--- config.mk ---
export PLATFORM = sky130hd
export DESIGN_NAME = proc_sequencer
export DESIGN_NICKNAME = d
export VERILOG_FILES = /design/src/rtl/proc_sequencer.sv
export SDC_FILE = /design/constraint.sdc
export NUM_CORES = 1
export LEC_CHECK = 0
export CAP_MARGIN = 25
export CORE_AREA = 3 3 48 94
export DETAILED_ROUTE_END_ITERATION = 10
export DIE_AREA = 0 0 51 97
export HOLD_SLACK_MARGIN = 0.1
export PLACE_DENSITY_LB_ADDON = 0.1
export REMOVE_ABC_BUFFERS = 1
export SETUP_SLACK_MARGIN = 0.5
export SKIP_LAST_GASP = 1
export SYNTH_ARGS = -nofsm -noshare
export SYNTH_HDL_FRONTEND = slang
export SYNTH_SLANG_ARGS = --single-unit
--- constraint.sdc ---
create_clock -name CLK -period 1.97 [get_ports CLK]
set_input_delay 0.394 -clock CLK [delete_from_list [all_inputs] [get_ports CLK]]
set_output_delay 0.394 -clock CLK [all_outputs]
set_load 0.02 [all_outputs]
--- src/rtl/proc_sequencer.sv ---
// Multi-cycle control sequencer for the basic processor datapath: fetch over req/ack,
// decode the 4-bit ALU / 3-bit control opcode map, and strobe PC, IR, ALU and register file.
module proc_sequencer #(
    parameter int CNT_W         = 16,
    parameter int FETCH_TIMEOUT = 15
) (
    input  logic             CLK,
    input  logic             Reset,
    input  logic             start,
    input  logic             imem_ack,
    input  logic [8:0]       instr,
    input  logic             zero_flag,
    output logic             imem_req,
    output logic             ir_load,
    output logic             pc_rst,
    output logic             pc_inc,
    output logic             pc_load,
    output logic [2:0]       alu_op,
    output logic             reg_we,
    output logic             busy,
    output logic             done,
    output logic [1:0]       err_code,
    output logic [CNT_W-1:0] retired,
    output logic [2:0]       state
);

    localparam logic [2:0] S_IDLE   = 3'd0;
    localparam logic [2:0] S_FETCH  = 3'd1;
    localparam logic [2:0] S_DECODE = 3'd2;
    localparam logic [2:0] S_EXEC   = 3'd3;
    localparam logic [2:0] S_WB     = 3'd4;
    localparam logic [2:0] S_HALT   = 3'd5;

    localparam logic [2:0] OP_ADD = 3'd0;
    localparam logic [2:0] OP_RSH = 3'd1;
    localparam logic [2:0] OP_XOR = 3'd2;
    localparam logic [2:0] OP_AND = 3'd3;
    localparam logic [2:0] OP_CLR = 3'd4;
    localparam logic [2:0] OP_J   = 3'd5;
    localparam logic [2:0] OP_BRE = 3'd6;

    localparam int WAIT_W = $clog2(FETCH_TIMEOUT + 1);

    logic [2:0]        state_q, state_d;
    logic [3:0]        ir_op;      // instr[8:5]; the low bits only matter for the halt word
    logic              ir_halt;
    logic [2:0]        op;
    logic [WAIT_W-1:0] wait_cnt;
    logic [2:0]        dec_op;
    logic              dec_bad;
    logic              launch, fetch_done, timeout, branch_op, retire;

    // The halt word 9'h1FF would otherwise decode as CLR, so it is flagged separately.
    always_comb begin
        dec_op  = OP_ADD;
        dec_bad = 1'b0;
        if (!ir_op[3]) begin
            case (ir_op[2:0])
                3'b000:  dec_op = OP_RSH;
                3'b001:  dec_op = OP_XOR;
                3'b010:  dec_op = OP_ADD;
                3'b011:  dec_op = OP_AND;
                default: dec_bad = 1'b1;
            endcase
        end else begin
            case (ir_op[2:1])
                2'b00:   dec_op = OP_BRE;
                2'b10:   dec_op = OP_J;
                2'b11:   dec_op = OP_CLR;
                default: dec_bad = 1'b1;
            endcase
        end
    end

    assign launch     = (state_q == S_IDLE || state_q == S_HALT) && start;
    assign fetch_done = (state_q == S_FETCH) && imem_ack;
    assign timeout    = (state_q == S_FETCH) && !imem_ack
                        && (wait_cnt == WAIT_W'(FETCH_TIMEOUT - 1));
    assign branch_op  = (op == OP_J) || (op == OP_BRE);
    assign retire     = ((state_q == S_EXEC) && branch_op) || (state_q == S_WB);

    always_comb begin
        state_d = state_q;
        case (state_q)
            S_IDLE, S_HALT: if (start) state_d = S_FETCH;
            S_FETCH: begin
                if (imem_ack)     state_d = S_DECODE;
                else if (timeout) state_d = S_HALT;
            end
            S_DECODE: state_d = (ir_halt || dec_bad) ? S_HALT : S_EXEC;
            S_EXEC:   state_d = branch_op ? S_FETCH : S_WB;
            S_WB:     state_d = S_FETCH;
            default:  state_d = S_IDLE;
        endcase
    end

    // Strobes are suppressed while Reset is low so an aborted instruction leaves no trace.
    always_comb begin
        imem_req = 1'b0;
        ir_load  = 1'b0;
        pc_rst   = 1'b0;
        pc_inc   = 1'b0;
        pc_load  = 1'b0;
        alu_op   = 3'd0;
        reg_we   = 1'b0;
        if (Reset) begin
            case (state_q)
                S_IDLE, S_HALT: pc_rst = start;
                S_FETCH: begin
                    imem_req = 1'b1;
                    ir_load  = imem_ack;
                end
                S_EXEC: begin
                    alu_op = op;
                    if (op == OP_BRE) begin
                        pc_load = zero_flag;
                        pc_inc  = !zero_flag;
                    end else if (op == OP_J) begin
                        pc_load = 1'b1;
                    end
                end
                S_WB: begin
                    alu_op = op;
                    reg_we = 1'b1;
                    pc_inc = 1'b1;
                end
                default: ;
            endcase
        end
    end

    assign busy  = (state_q != S_IDLE) && (state_q != S_HALT);
    assign done  = (state_q == S_HALT);
    assign state = state_q;

    always_ff @(posedge CLK) begin
        if (!Reset) begin
            state_q  <= S_IDLE;
            ir_op    <= 4'd0;
            ir_halt  <= 1'b0;
            op       <= OP_ADD;
            wait_cnt <= '0;
            err_code <= 2'b00;
            retired  <= '0;
        end else begin
            state_q <= state_d;
            if ((state_q == S_FETCH) && !imem_ack) wait_cnt <= wait_cnt + WAIT_W'(1);
            else                                    wait_cnt <= '0;
            if (fetch_done) begin
                ir_op   <= instr[8:5];
                ir_halt <= (instr == 9'h1FF);
            end
            if (state_q == S_DECODE) op <= dec_op;
            if (launch)
                err_code <= 2'b00;
            else if (timeout)
                err_code <= 2'b10;
            else if ((state_q == S_DECODE) && !ir_halt && dec_bad)
                err_code <= 2'b01;
            if (launch)
                retired <= '0;
            else if (retire && (retired != {CNT_W{1'b1}}))
                retired <= retired + CNT_W'(1);
        end
    end

endmodule

# ---- Word-level counts from Yosys, hierarchy flattened
# Cells that the tools add are included.
dict set report op_classes {
  add_sub_neg 2
  n_mul 0
  n_div 0
  magnitude_cmp 0
  n_eq_ne 18
  shifts 0
  mux 31
  bitwise_logic 1
  reduce_logical 29
}
# op n
set ops {}
lappend ops {{$mux 3} 8}
lappend ops {{$mux 1} 17}
lappend ops {{$add 16x1->16 const B} 1}
lappend ops {{$ne 16x16->1 const B} 1}
lappend ops {{$pmux 3 s5} 1}
lappend ops {{$eq 3x2->1 const B} 4}
lappend ops {{$eq 3x3->1 const B} 4}
lappend ops {{$eq 9x9->1 const B} 1}
lappend ops {{$logic_and 1x1->1} 9}
lappend ops {{$pmux 3 s3} 1}
lappend ops {{$eq 3x1->1 const B} 2}
lappend ops {{$logic_not 3->1} 2}
lappend ops {{$ne 3x3->1 const B} 2}
lappend ops {{$pmux 2 s3} 1}
lappend ops {{$reduce_or 2->1} 3}
lappend ops {{$reduce_or 3->1} 2}
lappend ops {{$add 4x1->4 const B} 1}
lappend ops {{$eq 2x2->1 const B} 2}
lappend ops {{$eq 4x4->1 const B} 1}
lappend ops {{$logic_or 1x1->1} 4}
lappend ops {{$mux 2} 2}
lappend ops {{$reduce_and 2->1} 2}
lappend ops {{$reduce_or 4->1} 1}
lappend ops {{$logic_not 1->1} 3}
lappend ops {{other kinds (6)} 6}
dict set report word_totals {
  regBits 33
  latchBits 0
  mem_bits_rw 0
  rom_bits 0
  inputBits 14
  wordCells 89
  memories 0
}

# ---- Depth between registers and ports, before layout
dict set report depth {
  ltp_word 7
  mapped_depth 7
}

# ---- Worst setup path before layout
# OpenSTA, ideal clock, no wires.
dict set report synth_path {
  path_type {register to output}
  from {register state_q[2], in the netlist state[2]}
  to {output port alu_op[1]}
  arrival_ns 1.628
  t_required_ns 1.576
  setup_slack_ns -0.052
  path_stages_with_launch 6
  n_path_buf 1
  path_cell_list {dfxtp_1 -> buf_6 -> nor3b_2 -> and2_1 -> nor2b_1 -> nor2b_1}
}
dict set report synth_between {
  elab_chain_len 4
}
# element line
set synth_rtl {}
lappend synth_rtl {{from (decl)} 44} ;# logic [2:0] state_q, state_d;
lappend synth_rtl {{from (signal assigned)} 146} ;# state_q <= state_d;
lappend synth_rtl {{$eq 3x2->1 or $eq 3x3->1 (tied branches)} 107} ;# case (state_q)
lappend synth_rtl {{$reduce_or 2->1 (no line) *} n/a}
lappend synth_rtl {{$mux 3 *} 107}
lappend synth_rtl {{$mux 3 *} 106} ;# if (Reset) begin
lappend synth_rtl {{to (decl)} 18} ;# output logic [2:0] alu_op,
# Every way passes the cells marked *; elsewhere a longest branch is shown, timed or not.

# ---- Worst setup path after layout
dict set report layout_path {
  from {register state_q[1], in the netlist state[1]}
  to {output port pc_inc}
}
dict set report layout_between {
  elab_chain_len 3
}
# element line
set layout_rtl {}
lappend layout_rtl {{$eq 3x3->1 or $eq 3x2->1 (tied branches)} 107}
lappend layout_rtl {{$pmux 1 s2 *} 107}
lappend layout_rtl {{$mux 1 *} 106}
lappend layout_rtl {{to (decl)} 16} ;# output logic pc_inc,
# Marks and branches as above.

==> impl_metrics.toml <==
[timing]
final-max-slew-violation-count = 0
finalCriticalPeriod_ns = 1.799
tightest_slew_ns = 0.4483
whs_ns = 0.4607
fmax_mhz = 555.8
rsz0062_at_grt = "true"
fin_crit_sh_pct = 91.33
hold_viol = 0
relSlewSlack_pct = 69.72
fin_skew_ns = 0.004714
setup_viol = 0

[cts]
ctsHtreeMaxLevel = 2
clk_latency_ns = 0.29
clock_path_buffers = 2
cts_buffers = 5
clock_sinks = 33
cts_tree = "built"
cts.reportedPaths.clkPinSlew_ns = 0.07
hold_buffers = 0
cts_root_buf = "clkbuf_8"

[worst_setup_path]
crit_chain = "nor3b_4 > and2_4 > nor2_1 > nor2_1 > buf_4"
cp_slowest_stage_delay_ns = 0.38
r2r-end = "retired[10]"
crit_type = "flip-flop to output pin"
critical_path_required_ns = 1.58
r2r_start = "op[1]"
crit_fanout = 5
slowest_stage = "dfxtp_4"
crit_path_end_kind = "output pin"
cp-endpoint = "pc_inc"
cp-startpoint = "state[1]"
rr_worst_depth = 6
start_kind = "flip-flop"
regToRegSetupSlack_ns = 0.19
cp_data_arrival_time_ns = 1.41
cpMostUsedCell = "nor2_1"

[synthesis]
yosys.cell_types.count = 52
async_reset_ff_share_pct = 0
synth.top_cell.area_share_pct = 35.20
yosysTopAreaCell = "dfxtp_1"
ys_seq_area_share_pct = 35.20
syn_area_per_cell_um2 = 8.454
synth_area_mm2 = 0.001877
synthTopCellsByArea = "dfxtp_1, mux2i_1, a21oi_1"
synth_edf_count = 0
synthFlopType = "dfxtp_1"
synth_seq_cells = 33
yosysWarnings = 0
synthCells = 222

[finish]
drive_gt1_share_pct = 48.30
n_fill_cell = 186
areaGrowthSynthToFinish_pct = 83.00
nets = 339
diodes = 0
fin_cells = 374
stdcell_area_mm2 = 0.003435

[placement]
hpwl_mm = 4.127
numPortBuffers = 45
placed_cell_area_mm2 = 0.002570
gp_congestion = 0.8049
place_inst = 337

[worst_hold_path]
hp-class = "flip-flop to flip-flop"
min-delay-start = "wait_cnt[0]"

[floorplan]
start_util_pct = 48.32
die_h_um = 97
rows = 32
fp.dieArea_mm2 = 0.004947
ios = 46
die_width_um = 51
coreArea_mm2 = 0.003884

[global_routing]
grt_pass1_vias = 2214
antenna_found_initial = 0
grt_pass1_wl_mm = 10.38
grt_use_total_pct = 27.00
grt-ovfl-total = 0
grt_max_degree = 12

[detailed_routing]
wl_mm = 8.094
dr.pass1.iters = 4
wl_per_cell_um = 21.64
vias = 2372
drc = 0
routed_via_density = 6.342
postRouteAntennaNets = 0
drt_iter0_drc = 71

[power]
vdd_drop_max_v = 0.0006345
p_leak_nw = 1.277
pwr-share-clk_pct = 26.3
switchingPower_w = 0.0007571
pwr-share-comb_pct = 40.4
p_total_w = 0.002207
p_int_w = 0.001450
swShare_pct = 34.31
power_frac_seq_pct = 33.3
p_per_area_mw_per_mm2 = 642.5

[flow_run]
maxCapViolCount = 0

[outcome]
status = "finished clean"
==> how the worst min path moves through the flow <==
stage	cells past startpoint	endpoint	slack [ns]
3_5_place_dp	1	wait_cnt[0]	0.47
4_1_cts	2	err_code[1]	0.47
6_report	1	wait_cnt[0]	0.46
2_1_floorplan	1	wait_cnt[0]	0.43
5_1_grt	1	wait_cnt[0]	0.47
3_3_place_gp	1	wait_cnt[0]	0.45
==> through the flow <==
| stage | util [%] | setup WS, ns | TNS (ns) |
|---|---|---|---|
| finish | 88.43 | 0.1708 | 0 |
| CTS | 76.74 | 0.1858 | 0 |
| detailed placement | 66.17 | -0.3543 | -2.731 |
| floorplan | - | -0.08753 | -0.3440 |
| global placement | 66.17 | -0.3495 | -2.591 |
| global route | 88.43 | 0.1146 | 0 |
==> registers in the layout, summed over array words and instances, names as in the netlist <==
| signal | count |
|---|---|
| op | 3 |
| wait_cnt | 4 |
| ir_halt | 1 |
| ir_op | 4 |
| state | 3 |
| retired | 16 |
| err_code | 2 |
==> worst max-delay path, delay by kind of cell, from the launching register on <==
kind	cells	cell delay, ns
AND/OR/NAND/NOR	4	0.57
flip-flops	1	0.38
buffers and inverters	1	0.17
==> power by group through the flow <==
stage	sequential [W]	combinational [W]	clock, W
after CTS	0.000732	0.000647	0.000579
after floorplan	0.000763	0.000222	0
after global placement	0.000738	0.000512	0
after global routing	0.000737	0.000931	0.000609
final	0.000735	0.000891	0.000581
after detailed placement	0.000739	0.000517	0
==> cells by family after synthesis <==
group           count (synthesis)  synth area share [%]
compound gates                 46                 18.07
xor+xnor                        4                 2.267
flops                          33                 35.20
mux                             9                 4.800
buf+inv                        20                 5.134
fa+ha+maj                       3                 2.000
simple gates                  107                 32.53
==> cells in the final DEF (no fill, tap or decap), drive strengths merged, types with 10 or more instances in the layout <==
| cell type | instances |
|---|---|
| buf | 71 |
| dfxtp | 33 |
| nor2 | 18 |
| nand2 | 17 |
| a21oi | 16 |
| dlygate4sd2 | 13 |
| nand2b | 10 |
| nand3 | 10 |
==> layout make-up <==
| class | instances | area, µm² | area share (%) |
|---|---|---|---|
| clock buffers | 7 | 96.34 | 2.805 |
| repair buffers | 102 | 940.9 | 27.40 |
| well taps | 51 | 63.81 | 1.858 |
| multi-input cells | 172 | 1597 | 46.48 |
| clock inverters | 1 | 5.005 | 0.1457 |
| inverters | 8 | 30.03 | 0.8743 |
| flip-flops and latches | 33 | 701.9 | 20.44 |
==> repair_timing <==
item / CTS / global route
pin swaps: 21 / 29
setup buffers: 8 / 17
gates resized for setup: 157 / 81
gates cloned: 3 / 1
setup endpoints to repair: 61 / 46
==> cells in the mapped netlist (2+ instances only) <==
cell type and count:
a21oi_1 16, a31oi_1 2, and2_1 4, and3_1 3
and4_1 2, buf_2 2, buf_6 2, clkbuf_1 7
dfxtp_1 33, ha_1 3, inv_1 8, mux2i_1 9
nand2_1 17, nand2b_1 10, nand3_1 10, nand3b_1 2
nand4_1 6, nor2_1 18, nor2b_1 3, nor3_1 5
nor4_1 7, nor4b_1 2, o2111ai_1 2, o21ai_0 3
o31ai_1 9, o41ai_1 2, or3_1 2, or4_1 8
xnor2_1 2
==> metal layers <==
| layer | part of all wire (%) | up-vias | GRT usage, % |
|---|---|---|---|
| li1 | - | 1045 | - |
| met1 | 32 | 1155 | 25.10 |
| met4 | 6.4 | 0 | 16.18 |
| met3 | 4.3 | 47 | 4.314 |
| met2 | 57 | 125 | 51.04 |
| met5 | 0 | - | 0 |
Note: power is estimated with default switching activity, not from simulation.
